[src/rtl/mvau_fold_ctrl_pkg.sv]
// Shared defaults and types for the MVAU fold controller.
package mvau_defn;

    localparam int unsigned SF_DEF     = 32'd4;
    localparam int unsigned NF_DEF     = 32'd3;
    localparam int unsigned DP_LAT_DEF = 32'd2;

    typedef enum logic [0:0] {
        LOAD   = 1'b0,
        REPLAY = 1'b1
    } fold_state_e;

    // Address width that never collapses to zero bits for a single-entry space.
    function automatic int unsigned addr_bw(input int unsigned n);
        return (n > 32'd1) ? $clog2(n) : 32'd1;
    endfunction

endpackage

[src/rtl/mvau_fold_cnt.sv]
// Mod-N up counter with enable and a combinational terminal-count flag.
module mvau_fold_cnt #(
    parameter int unsigned N = 32'd4,
    parameter int unsigned W = 32'd2
) (
    input  logic         clk,
    input  logic         rst_n,
    input  logic         en_i,
    output logic [W-1:0] cnt_o,
    output logic         wrap_o
);

    logic [W-1:0] cnt_q;
    logic [W-1:0] cnt_d;
    logic         wrap_s;

    assign wrap_s = (cnt_q == W'(N - 32'd1));
    assign cnt_o  = cnt_q;
    assign wrap_o = wrap_s;

    // Next count: advance on enable, return to zero after the terminal value.
    always_comb begin
        cnt_d = cnt_q;
        if (en_i) begin
            if (wrap_s) begin
                cnt_d = {W{1'b0}};
            end else begin
                cnt_d = cnt_q + {{(W-1){1'b0}}, 1'b1};
            end
        end else begin
            cnt_d = cnt_q;
        end
    end

    // Count register.
    always_ff @(posedge clk or negedge rst_n) begin
        if (!rst_n) begin
            cnt_q <= {W{1'b0}};
        end else begin
            cnt_q <= cnt_d;
        end
    end

endmodule

[src/rtl/mvau_fold_ctrl.sv]
// Fold sequencer: loads SF beats of an input vector, replays them NF-1 more
// times, and drives weight addresses, MAC strobes and the output-valid stream.
module mvau_fold_ctrl
    import mvau_defn::*;
#(
    parameter int unsigned SF           = SF_DEF,
    parameter int unsigned NF           = NF_DEF,
    parameter int unsigned DP_LAT       = DP_LAT_DEF,
    parameter int unsigned WMEM_ADDR_BW = addr_bw(SF * NF),
    parameter int unsigned IBUF_ADDR_BW = addr_bw(SF)
) (
    input  logic                    clk,
    input  logic                    rst_n,
    input  logic                    in_v,
    output logic                    in_rdy,
    output logic                    ibuf_we,
    output logic [IBUF_ADDR_BW-1:0] ibuf_waddr,
    output logic [IBUF_ADDR_BW-1:0] ibuf_raddr,
    output logic [WMEM_ADDR_BW-1:0] wmem_addr,
    output logic                    sel_buf,
    output logic                    mac_en,
    output logic                    acc_clr,
    output logic                    acc_last,
    output logic                    out_v,
    input  logic                    out_rdy
);

    localparam int unsigned NF_BW = addr_bw(NF);

    fold_state_e state_q, state_d;
    logic        rdy_en_q;
    logic        mac_en_q, mac_en_d;
    logic        acc_clr_q, acc_clr_d;
    logic        acc_last_q, acc_last_d;
    logic        sel_buf_q, sel_buf_d;
    logic [DP_LAT-1:0] vld_sr_q, vld_sr_d;
    logic [DP_LAT:0]   vld_ext_s;

    logic                    stall_s;
    logic                    in_rdy_s;
    logic                    issue_s;
    logic [IBUF_ADDR_BW-1:0] sf_cnt_s;
    logic [NF_BW-1:0]        nf_cnt_s;
    logic [WMEM_ADDR_BW-1:0] wm_cnt_s;
    logic                    sf_wrap_s, nf_wrap_s, wm_wrap_s;
    logic                    unused_s;

    assign stall_s = vld_sr_q[DP_LAT-1] & ~out_rdy;

    mvau_fold_cnt #(.N(SF), .W(IBUF_ADDR_BW)) u_sf_cnt (
        .clk    (clk),
        .rst_n  (rst_n),
        .en_i   (issue_s),
        .cnt_o  (sf_cnt_s),
        .wrap_o (sf_wrap_s)
    );

    mvau_fold_cnt #(.N(NF), .W(NF_BW)) u_nf_cnt (
        .clk    (clk),
        .rst_n  (rst_n),
        .en_i   (issue_s & sf_wrap_s),
        .cnt_o  (nf_cnt_s),
        .wrap_o (nf_wrap_s)
    );

    mvau_fold_cnt #(.N(SF * NF), .W(WMEM_ADDR_BW)) u_wm_cnt (
        .clk    (clk),
        .rst_n  (rst_n),
        .en_i   (issue_s),
        .cnt_o  (wm_cnt_s),
        .wrap_o (wm_wrap_s)
    );

    // State decode: who may issue a beat this cycle and where the FSM goes next.
    always_comb begin
        state_d  = state_q;
        in_rdy_s = 1'b0;
        issue_s  = 1'b0;
        case (state_q)
            LOAD: begin
                in_rdy_s = rdy_en_q & ~stall_s;
                issue_s  = in_v & in_rdy_s;
                if (issue_s & sf_wrap_s & ~nf_wrap_s) begin
                    state_d = REPLAY;
                end else begin
                    state_d = LOAD;
                end
            end
            REPLAY: begin
                issue_s = ~stall_s;
                if (issue_s & sf_wrap_s & nf_wrap_s) begin
                    state_d = LOAD;
                end else begin
                    state_d = REPLAY;
                end
            end
            default: begin
                state_d = LOAD;
            end
        endcase
    end

    // Issue strobes and valid pipeline; everything freezes while the output is stalled.
    always_comb begin
        mac_en_d   = mac_en_q;
        acc_clr_d  = acc_clr_q;
        acc_last_d = acc_last_q;
        sel_buf_d  = sel_buf_q;
        vld_ext_s  = {vld_sr_q, mac_en_q & acc_last_q};
        vld_sr_d   = vld_sr_q;
        if (!stall_s) begin
            mac_en_d   = issue_s;
            acc_clr_d  = issue_s & (sf_cnt_s == {IBUF_ADDR_BW{1'b0}});
            acc_last_d = issue_s & sf_wrap_s;
            sel_buf_d  = (state_q == REPLAY);
            vld_sr_d   = vld_ext_s[DP_LAT-1:0];
        end else begin
            vld_sr_d   = vld_sr_q;
        end
    end

    // State and strobe registers; in_rdy stays low until the first edge out of reset.
    always_ff @(posedge clk or negedge rst_n) begin
        if (!rst_n) begin
            state_q    <= LOAD;
            rdy_en_q   <= 1'b0;
            mac_en_q   <= 1'b0;
            acc_clr_q  <= 1'b0;
            acc_last_q <= 1'b0;
            sel_buf_q  <= 1'b0;
            vld_sr_q   <= {DP_LAT{1'b0}};
        end else begin
            state_q    <= state_d;
            rdy_en_q   <= 1'b1;
            mac_en_q   <= mac_en_d;
            acc_clr_q  <= acc_clr_d;
            acc_last_q <= acc_last_d;
            sel_buf_q  <= sel_buf_d;
            vld_sr_q   <= vld_sr_d;
        end
    end

    assign in_rdy     = in_rdy_s;
    assign ibuf_we    = (state_q == LOAD) & issue_s;
    assign ibuf_waddr = sf_cnt_s;
    assign ibuf_raddr = sf_cnt_s;
    assign wmem_addr  = wm_cnt_s;
    assign sel_buf    = sel_buf_q;
    assign mac_en     = mac_en_q;
    assign acc_clr    = acc_clr_q;
    assign acc_last   = acc_last_q;
    assign out_v      = vld_sr_q[DP_LAT-1];

    assign unused_s = ^{nf_cnt_s, wm_wrap_s};

endmodule

[config.mk]
export PLATFORM = sky130hd
export DESIGN_NAME = mvau_fold_ctrl
export DESIGN_NICKNAME = d
export VERILOG_FILES = /design/src/rtl/mvau_fold_ctrl_pkg.sv /design/src/rtl/mvau_fold_cnt.sv /design/src/rtl/mvau_fold_ctrl.sv
export SDC_FILE = /design/constraint.sdc
export NUM_CORES = 1
export LEC_CHECK = 0
export ABC_AREA = 1
export CAP_MARGIN = 15
export CORE_MARGIN = 2
export CORE_UTILIZATION = 48
export DETAILED_ROUTE_END_ITERATION = 12
export GPL_TIMING_DRIVEN = 0
export PLACE_DENSITY = 0.78
export SETUP_SLACK_MARGIN = 0.05
export SYNTH_ARGS = -nofsm -noshare
export SYNTH_HDL_FRONTEND = slang
export SYNTH_SLANG_ARGS = --single-unit
[constraint.sdc]
create_clock -name clk -period 1.9 [get_ports clk]
set_input_delay 0.285 -clock clk [delete_from_list [all_inputs] [get_ports clk]]
set_output_delay 0.285 -clock clk [all_outputs]
set_load 0.01 [all_outputs]
==> results.txt, run 1 <==
The worst setup path is of the input pin to output pin kind. The flow ran to the end, and the final reports show no timing, DRC or antenna violations. The combined area of the multi-input logic cells is 330 um2. The xor/xnor share of the synthesized area is 0%. The signal arrival time at the worst endpoint came out at 1.40 ns. The count of warnings emitted by yosys is 0. The proportion of power drawn by combinational gates is 50.3%. The total setup violations reported at the end of the flow is 0. The area enclosed by the die boundary is 0.00199 mm2. Setup repair after global routing left no endpoint under its margin.

At the pin with the least slew margin, the transition time is 0.682 ns. The layout has 127 filler cells. No sink is reached through more buffers than the 2 on the longest clock path. The cell depth of the worst flop-to-flop path came out at 7.

The detailed-route via count came out at 650. The number of antenna diodes in the final layout is 0. The weighted congestion reported at the end of routability-driven placement is 0.778.

The number of antenna violations at the first check in global routing is 0. The half-perimeter wire length after detailed placement came out at 1080 um. The per-instance average area after synthesis came out at 8.79 um2. Of all nets on the critical path, the largest fanout is 6.

The synthesized instance count is 90. The remaining global-route overflow came out at 0. In this run the tightest slew margin relative to its limit is 54.4%. The clock slew seen by the registers of the worst setup and hold paths is 0.09 ns. The first global-routing pass estimated 2460 um of wire. Row generation in the floorplan step produced 14 rows. The number of iterations in the first detailed-routing pass is 4. In the routed layout, each cell is associated on average with a via count of 5.08. The number of buffer and inverter instances along the worst setup path came out at 4. The analysis attributes to cell leakage a power of 0.534 nW.

The type of the worst min-delay path is input pin to asynchronous set/reset pin. 19 I/O pins were placed. nand2_1 is the most common cell in the netlist.

The core utilization of the finished layout is 66.6%. The post-synthesis share of cell area spent on and, or, nand and nor gates came out at 33.9%. The number of buffers created by CTS is 3. The area fraction of the dominant cell type after synthesis came out at 50.6%. The detailed router finished its first iteration with 11 violations. The reported max-cap violation count came out at 0.

CTS built an H-tree with a depth of 1. The total power is 1.59 mW. The count of nets left with antenna violations after detail routing is 0. The internal power summed over all cells is 0.973 mW. The final hold violation count came to 0.

The area added between synthesis and finish is 28.3%. The final critical path takes up 88.6% of the cycle. The minimum clock period is 1.68 ns.

Synthesis inferred 16 register bits. The synthesized netlist devotes 4.75% of its cell area to adder and majority cells. The fraction of final layout cells with drive strength greater than 1 came out at 12.5%. Across the VDD grid, the largest voltage drop is 0.000781 V. The data required time at the worst endpoint is 1.62 ns.

In the post-synthesis netlist, the biggest area contributors are dfrtp_1 (51%), nand2_1 (15%), nand3_1 (7.6%). The total of buffers placed on input and output ports is 18. The insertion delay to the later sink of the worst-skew pair is 0.28 ns.

The proportion of synthesized chip area in sequential cells came out at 50.6%. Among cell families on the critical path, the largest total delay comes from buffers and inverters. The design area is 0.00101 mm2. The DRC violation count after routing is 0.

For this run, the total global-route usage over all layers was measured as 17.8%. Setup slack closes at 0.216 ns. The element type at the critical path start is an input pin. The setup slack at placement came out at -0.0951 ns.

The count of final max-slew check failures came to 0. The pin count of the biggest net entering global routing is 17. The clock tree from TritonCTS is yes.

By count the netlist is led by nand2_1 (31), dfrtp_1 (16), nand3_1 (12), inv_1 (9), nor2_1 (6). The effective utilization at floorplan came out at 51.9%. Yosys mapped a number of flops with a built-in enable equal to 0. The footprint of the flip-flops and latches is 400 um2. In this run the power spent charging and discharging nets is 0.618 mW. The final wirelength is 1440 um.

After detailed placement, the total cell area comes to 991 um2. The longest individual stage delay on the worst path came out at 0.45 ns. The fraction of registers with async set/reset is 100%. Per report_power, the clock group accounts for 10.6% of the total. dfrtp_1 takes more of the synthesized area than any other cell. The number of nets in the final layout came out at 121. The signal on the critical path passes through clkdlybuf4s50_1 -> inv_1 -> nand2_4 -> buf_4 -> nand3_4 -> nor2_1 -> clkbuf_2. The number of nets produced by synthesis came out at 97. The die span in x came out at 44.6 um. The sequential share of power came out at 39.1%. The area inside the core boundary is 0.00152 mm2.

The main combinational cell family by area after synthesis is simple AND/OR/NAND/NOR gates. The element type at the critical path end is an output pin. For this run, the leading register cell type out of synthesis is dfrtp_1.

The via count of the first global-routing pass was 594. The cell area that synthesis handed to floorplanning was 791 um2. The count of hold buffers inserted by post-cts repair came out at 0. The number of cells on the critical path is 7. The count of unique library cells instantiated by Yosys came out at 16.

The worst setup skew after layout is 0.00701 ns. The upper clock frequency limit is 0.594 GHz. The die height came out at 44.6 um. The detailed-route wire length per cell is 11.2 um.

The portion of synthesized area spent on multiplexers is 0%. The power density over the cells came out at 1570 mW/mm2. The count of clock tree sinks came out at 16.

The switching power share of the total came out at 38.9%. The compound-gate portion of the synthesized area is 2.69%. Among all stages on the critical path, the largest delay is contributed by clkdlybuf4s50_1.

The clock tree root buffer cell is clkbuf_4.
power groups by stage:
stage	clock, mW	sequential [mW]	combinational [mW]
after floorplan	0	0.657	0.415
after detailed placement	0	0.629	0.814
after CTS	0.179	0.622	0.815
final	0.169	0.622	0.800
after global routing	0.199	0.647	0.893
after global placement	0	0.621	0.788
final cells by class:
type,instances,share of cell area [%]
repair buffers,19,17.9
plain buffers,3,2.59
clock buffers,3,2.22
flip-flops and latches,16,39.5
well taps,16,1.97
multi-input cells,62,32.6
inverters,9,3.33
registers in the layout, indices dropped and copies added, names as in the netlist:
name / cells
u_wm_cnt.cnt_o: 4
u_nf_cnt.cnt_o: 2
u_sf_cnt.cnt_o: 2
vld_sr_q: 2
acc_clr: 1
acc_last: 1
mac_en: 1
rdy_en_q: 1
sel_buf: 1
state_q: 1
path summary, 6_finish.rpt:
kind / to / start / slack (ns)
setup / recovery: ibuf_we / out_rdy / 0.22
hold / removal: mac_en / rst_n / 0.41
setup reg to reg: u_nf_cnt.cnt_o[1] / vld_sr_q[1] / 0.65
hold reg to reg: vld_sr_q[1] / vld_sr_q[0] / 0.46
max in group asynchronous: rdy_en_q / rst_n / 1.05
min in group clk: vld_sr_q[1] / vld_sr_q[0] / 0.46
kinds of logic (layout without fill, tap and decap cells):
logic type,count (synthesis),count (layout)
AOI/OAI and AO/OA,3,3
DFF,16,16
and+or+nand+nor,55,55
buffers and inverters,12,34
adders and majority gates,3,3
other,1,1
per-layer routing:
metal | up-vias | share of wire [%] | GRT usage, %
met5 | - | 0 | 0
met4 | 0 | 2.2 | 12.7
met3 | 4 | 4.4 | 2.45
met2 | 16 | 50 | 28.7
met1 | 303 | 44 | 21.5
li1 | 327 | - | -
worst reg2reg max path, stage by stage (launching register included):
cell	delay, ns
dfrtp_1	0.46
nand2_4	0.11
buf_4	0.16
nand3_4	0.10
nand2_4	0.08
buf_6	0.14
nand3_1	0.08
nand2_1	0.07
what timing repair did:
action / in CTS / in global routing
buffers inserted: 1 / 0
endpoints found under the setup margin: 2 / 1
hold endpoints to repair: 0 / 0
gates resized for setup: 2 / 2
layout by cell type (no fill, tap or decap):
cell             netlist  layout
o21ai_2                1       1
nand3b_2               1       1
nor2_1                 6       6
nand3_4                1       1
inv_1                  9       9
clkbuf_2               0       1
nand2_4                3       3
buf_4                  2       3
o21ai_0                1       1
ha_1                   3       3
nand4_1                1       1
conb_1                 1       1
buf_6                  1       1
dfrtp_1               16      16
nand2_1               31      31
o21bai_1               1       1
dlygate4sd2_1          0       1
nand3_1               12      12
clkbuf_4               0       3
clkdlybuf4s50_1        0      16
through the flow:
step | cells | setup TNS, ns | hold slack [ns]
floorplan | 90 | 0 | -0.0106
global route | 128 | 0 | 0.466
detailed placement | 124 | -0.129 | 0.445
finish | 128 | 0 | 0.410
CTS | 128 | 0 | 0.430
global placement | 124 | -0.0853 | 0.431
Note: power is estimated with default switching activity, not from simulation.
==> run 2: changes to the inputs <==
--- a/config.mk
+++ b/config.mk
@@ -12,7 +12,7 @@
 export DETAILED_ROUTE_END_ITERATION = 12
 export GPL_TIMING_DRIVEN = 0
 export PLACE_DENSITY = 0.78
-export SETUP_SLACK_MARGIN = 0.05
+export SETUP_SLACK_MARGIN = 0.4
 export SYNTH_ARGS = -nofsm -noshare
 export SYNTH_HDL_FRONTEND = slang
 export SYNTH_SLANG_ARGS = --single-unit
==> run 2 against run 1 <==
Net effect: power is 5.8% higher; via count is 12% higher; non-clock buffer count is 13 higher; die area stayed put; maximum frequency is 15% higher; sequential share of layout area is 4.0 points lower; largest cell class unchanged; cell area is 12% higher; global-route usage is 2.9 points higher.
==> results.txt, run 2 (synthesis gave the netlist of run 1 again) <==
The flip-flop count of the largest register after layout came out at 4. After detailed routing, the total wire length is 1780 um. After filler insertion, the fill cell instance count of the layout stands at 118.

The number of nets in the final layout came out at 134. The setup slack at placement came out at -0.0951 ns. The clock slew seen by the registers of the worst setup and hold paths is 0.09 ns. Walking the worst path, the cells encountered are nand2_4 -> buf_6 -> nand3_4 -> nor2_2 -> buf_2. The number of buffer and inverter instances along the worst setup path came out at 2. Based on the critical path, the design can be clocked at up to 0.681 GHz. The pin count of the biggest net entering global routing came out at 17. The half-perimeter wire length after detailed placement came out at 1080 um. The multi-input combinational cells in the finished layout cover a total of 333 um2. For this run, global-route usage on met1 was measured as 24.5%. The remaining global-route overflow came out at 0.

The top fanout value on the critical path is 3. The first global-routing pass estimated 2860 um of wire. The boundary pin count came out at 19. Setup slack closes at 0.432 ns.

The total inserted antenna cells is 0. Using the TritonRoute via totals, the vias-per-cell ratio works out to 5.16. The library cell used most frequently in the layout, excluding fill and tap cells, is nand2_1. The area added between synthesis and finish is 43.4%.

The reported max-cap violation count is 0. The minimum clock period came out at 1.47 ns. The power density over the cells is 1480 mW/mm2. In this design, the stage delay of the slowest critical-path cell is 0.43 ns. The final hold violation count came out at 0. The insertion delay to the later sink of the worst-skew pair came out at 0.28 ns. The finished cells cover 0.00113 mm2. The final worst-path cycle share is 77.3%.

The detailed-route via count came out at 727. The effective utilization at floorplan came out at 51.9%. The placement row count came out at 14.

Leaving out fill and tap cells, the most frequent cells in the layout are nand2_1 (31), buf_4 (15), dfrtp_1 (15), nand3_1 (12), dlymetal6s2s_1 (9). The relative max-transition margin is 52.8%. In the global route stage, met3 resource usage came out at 3.27%. The total setup violations reported at the end of the flow came out at 0. In the global route stage, met2 resource usage came out at 34.2%.

STA classifies the critical path endpoint as an output pin. The number of DRC violations after detailed-routing iteration 0 came out at 19. The weighted congestion reported at the end of routability-driven placement is 0.778. The number of iterations in the first detailed-routing pass came out at 5. The number of antenna violations at the first check in global routing came out at 0. The die height came out at 44.6 um. The die span in x is 44.6 um. The register-to-register setup slack came out at 0.61 ns. The tightest min-delay check is of the input pin to register type. The clock tree root buffer cell is clkbuf_4. For the worst setup path, the data arrival time is 1.18 ns. At the pin with the least slew margin, the transition time is 0.706 ns. The DRC violation count after routing is 0. The count of nets left with antenna violations after detail routing is 0. TritonCTS built the clock tree. The number of H-tree branching levels came out at 1. The total of buffers placed on input and output ports came out at 18. The detailed-route wire length per cell is 12.7 um. Setup repair after global routing could not meet its margin everywhere. The count of final max-slew check failures is 0. The number of buffers on the longest clock path came out at 2. After global routing, the most crowded layer is met2. STA classifies the critical path startpoint as a register. The footprint of the flip-flops and latches is 402 um2. The via count of the first global-routing pass came out at 663. The critical path in this run is classified as register to output pin.

The run finished with clean final reports. The fraction of final layout cells with drive strength greater than 1 is 24.8%. The worst setup skew after layout came out at 0.0105 ns. The area inside the core boundary came out at 0.00152 mm2. The static leakage is 0.713 nW. The highest ir drop seen on vdd is 0.000753 V. The number of buffers created by CTS came out at 3. Global routing used 20.6% of the available tracks across all layers. The critical path's top delay family is flip-flops. For this design, the slowest cell found on the critical path is dfrtp_2. The count of clock tree sinks came out at 16. The area of placed instances came out at 991 um2. The data required time at the worst endpoint is 1.62 ns. The die covers 0.00199 mm2.
run 2: changes by cell type in the layout (fill, tap and decap cells not counted), sizes merged:
cell / change
dlymetal6s2s: +9
clkdlybuf4s50: -13
dlygate4sd2: +3
clkbuf: -1
buf: +15
run 2: repair_timing:
| action | 4_1_cts | 5_1_grt |
|---|---|---|
| endpoints found under the setup margin | 11 | 9 |
| pin swaps | 0 | 2 |
| setup buffers | 9 | 5 |
| resized for setup | 15 | 10 |
| hold buffers | 0 | 0 |
run 2: per-stage QoR:
step                hold slack, ns  instances  util, %  total power, mW  setup TNS (ns)
finish                       0.305        141     74.4             1.68               0
global route                 0.314        141     74.4             1.83               0
CTS                          0.430        136     70.3             1.69               0
detailed placement           0.445        124     65.0             1.44          -0.129
global placement             0.431        124     65.0             1.41         -0.0853
floorplan                  -0.0106         90        -             1.07               0
run 2: final timing paths:
kind | startpoint | endpoint | depth (start not counted)
max | vld_sr_q[1] | ibuf_we | 5
min | out_rdy | acc_clr | 4
max reg2reg | vld_sr_q[1] | u_nf_cnt.cnt_o[0] | 8
min reg2reg | vld_sr_q[0] | vld_sr_q[1] | 2
max in group asynchronous | rst_n | vld_sr_q[1] | 1
min in group asynchronous | rst_n | u_wm_cnt.cnt_o[1] | 1
run 2: worst min-delay path, stage by stage:
cell and delay [ns]:
dlymetal6s2s_1 0.09, inv_2 0.06, nand3_1 0.07, nand2_1 0.05
run 2: layer usage:
layer,wire length (um),vias up
met5,0,-
met3,134,7
met4,59,0
met1,700,338
li1,-,354
met2,890,28
run 2: layout make-up:
type / count / share of cell area, %
clock buffers: 3 / 1.99
repair buffers: 32 / 26.2
inverters: 9 / 2.98
multi-input cells: 62 / 29.4
well taps: 16 / 1.77
flip-flops and latches: 16 / 35.4
plain buffers: 3 / 2.32
run 2: power breakdown:
group	switching, mW	total [mW]	internal [mW]
clock	0.0966	0.170	0.0736
combinational	0.466	0.936	0.471
sequential	0.0986	0.576	0.478
==> run 3: changes to the inputs <==
--- a/config.mk
+++ b/config.mk
@@ -8,10 +8,10 @@
 export ABC_AREA = 1
 export CAP_MARGIN = 15
 export CORE_MARGIN = 2
-export CORE_UTILIZATION = 48
+export CORE_UTILIZATION = 47
 export DETAILED_ROUTE_END_ITERATION = 12
 export GPL_TIMING_DRIVEN = 0
-export PLACE_DENSITY = 0.78
+export PLACE_DENSITY = 0.76
 export SETUP_SLACK_MARGIN = 0.4
 export SYNTH_ARGS = -nofsm -noshare
 export SYNTH_HDL_FRONTEND = slang
==> constraint.sdc (replaced) <==
create_clock -name clk -period 1.5 [get_ports clk]
set_input_delay 0.225 -clock clk [delete_from_list [all_inputs] [get_ports clk]]
set_output_delay 0.225 -clock clk [all_outputs]
set_load 0.01 [all_outputs]
==> run 3 against run 2 <==
Net effect: combinational power grew 68%; power grew 54%; die area is 1.9% higher; global-route usage up 2.6 points; clock power up 70%; critical path depth stayed put; first-iteration DRC count down 32%; sequential cell count is the same; critical path type unchanged.
==> results.txt, run 3 (synthesis gave the netlist of run 1 again) <==
The run finished with clean final reports. Entering global routing, the biggest net connects 17 pins. The number of placed instances, taps included, is 124. The count of final max-slew check failures is 0.

The remaining global-route overflow is 0. The floorplan has 14 rows. The accumulated negative setup slack came out at 0 ns. The relative max-transition margin is 50.0%. The library cell used most frequently in the layout, excluding fill and tap cells, is nand2_1.

The setup path with the least slack is of type register to output pin. The clock reaches the later pin of the worst-skew pair after 0.29 ns. The die span in x is 45.0 um.

The combined area of the multi-input logic cells came out at 398 um2. The transition at the pin with the smallest max-transition slack came out at 0.747 ns. The number of standard cells in the final layout excluding fillers is 151. The number of iterations in the first detailed-routing pass came out at 4. The worst setup path is launched from a register. The number of buffers on the longest clock path came out at 2. The area enclosed by the die boundary came out at 0.00203 mm2. The via count of the first global-routing pass was 745. The setup slack at placement came out at -0.413 ns. The number of vias per cell after detailed routing is 5.10. In this run the worst path has a maximum fanout of 2. The reported max-cap violation count is 0. The clock slew seen by the registers of the worst setup and hold paths is 0.10 ns.

The boundary pin count came out at 19. The number of DRC violations after detailed-routing iteration 0 came out at 13. The fraction of final layout cells with drive strength greater than 1 came out at 48.9%.

The total setup violations reported at the end of the flow is 0. In this run, CTS created clock tree buffers numbering 3. Across the routed clock network, the largest skew measured is 0.00383 ns.

The effective utilization at floorplan is 51.3%. The detailed-route via count came out at 770. In the layout the commonest cells are nand2_1 (24), buf_4 (17), dfrtp_1 (15), buf_2 (12), buf_6 (11). Input and output buffers added on the ports amount to 18. The count of nets left with antenna violations after detail routing is 0.

The final hold violation count came out at 0. The number of H-tree branching levels is 1. At the worst endpoint, the arrival time is 1.17 ns.

The power density over the cells came out at 2070 mW/mm2. In the final layout, flip-flops and latches occupy 402 um2. The final layout contains routed wiring with a total length of 2100 um. The worst hold margin came out at 0.368 ns. For the worst flop-to-flop path, the logic depth is 9. The filler cell count came out at 107.

For this run, the top clock speed supported by timing is 0.719 GHz. The clock tree from TritonCTS is yes. The area added between synthesis and finish came out at 58.1%. The static leakage came out at 0.686 nW. STA puts the critical path data required time at 1.27 ns. For this run, the post-layout net count is 143. The worst hold path belongs to the class input pin to asynchronous set/reset pin.

The weighted congestion reported at the end of routability-driven placement came out at 0.732. The first global-routing pass estimated 3340 um of wire. The design area is 0.00125 mm2. The total inserted antenna cells came out at 0.

The register with the most flip-flops in the layout has 4 of them. After detailed placement, the total cell area comes to 991 um2. The area inside the core boundary is 0.00154 mm2. The total power came out at 2.59 mW. At the end of the flow the core is filled with cells to 81.1%. The worst path needs 1.39 ns of the cycle, external delays included.

The DRC violation count after routing came out at 0. The final worst-path cycle share is 92.7%. The root buffer cell chosen for the clock tree is clkbuf_4. The detailed-route wire length per cell came out at 13.9 um. Setup repair after global routing could not meet its margin everywhere. The final setup slack of the worst path is 0.109 ns. Detailed placement ended at an HPWL of 1090 um. The clock net in this run drives a total of 16 sinks. Across the VDD grid, the largest voltage drop is 0.00119 V. The die height came out at 45.0 um. The overall fraction of global-route tracks in use came out at 23.2%. The worst setup path is captured at an output pin. The number of antenna violations at the first check in global routing came out at 0.
## run 3: changes by cell type in the layout (fill, tap and decap cells not counted), moves of 2 or more
cell	change
buf_2	+10
nand2_2	+6
nand3_2	+2
nand3_1	-2
dlygate4sd2_1	-3
buf_4	+2
buf_6	+9
nand2_1	-7
dlymetal6s2s_1	-9
## run 3: timing repair
item	CTS	global route
endpoints found under the setup margin	26	17
gates resized for setup	81	14
setup buffers	21	1
pin swaps	5	4
cloned	1	0
hold buffers	0	0
## run 3: cell type report
type,count,area share [%]
Clock buffer,4,2.90
Sequential cell,16,32.1
Tap cell,16,1.60
Multi-Input combinational cell,62,31.8
Timing Repair Buffer,41,25.7
Inverter,9,3.10
Buffer,3,2.70
## run 3: per-layer routing
layer,up-vias,share of wire (%),global-route usage (%)
met5,-,0,0
met4,0,3.2,11.8
met3,8,4.3,3.20
met2,26,52,40.0
met1,363,40,28.1
li1,373,-,-
## run 3: worst paths after layout
path,from,to,slack [ns]
worst max-delay path,vld_sr_q[1],ibuf_we,0.11
worst max register to register,vld_sr_q[1],u_nf_cnt.cnt_o[0],0.17
worst min register to register,vld_sr_q[0],vld_sr_q[1],0.48
max in group asynchronous,rst_n,vld_sr_q[1],0.62
min in group clk,vld_sr_q[0],vld_sr_q[1],0.48
worst min-delay path,rst_n,acc_clr,0.37
## run 3: report_power, final
part           total (mW)  internal [mW]  switching [mW]
registers           0.731          0.605           0.126
logic                1.57          0.800           0.769
clock network       0.289          0.148           0.141
total                2.59           1.55            1.04
## run 3: worst max-delay path, stage by stage, from the launching register on
cell     delay (ns)
dfrtp_2        0.43
nand2_4        0.07
buf_6          0.10
nand3_4        0.06
nor2_2         0.08
buf_2          0.13
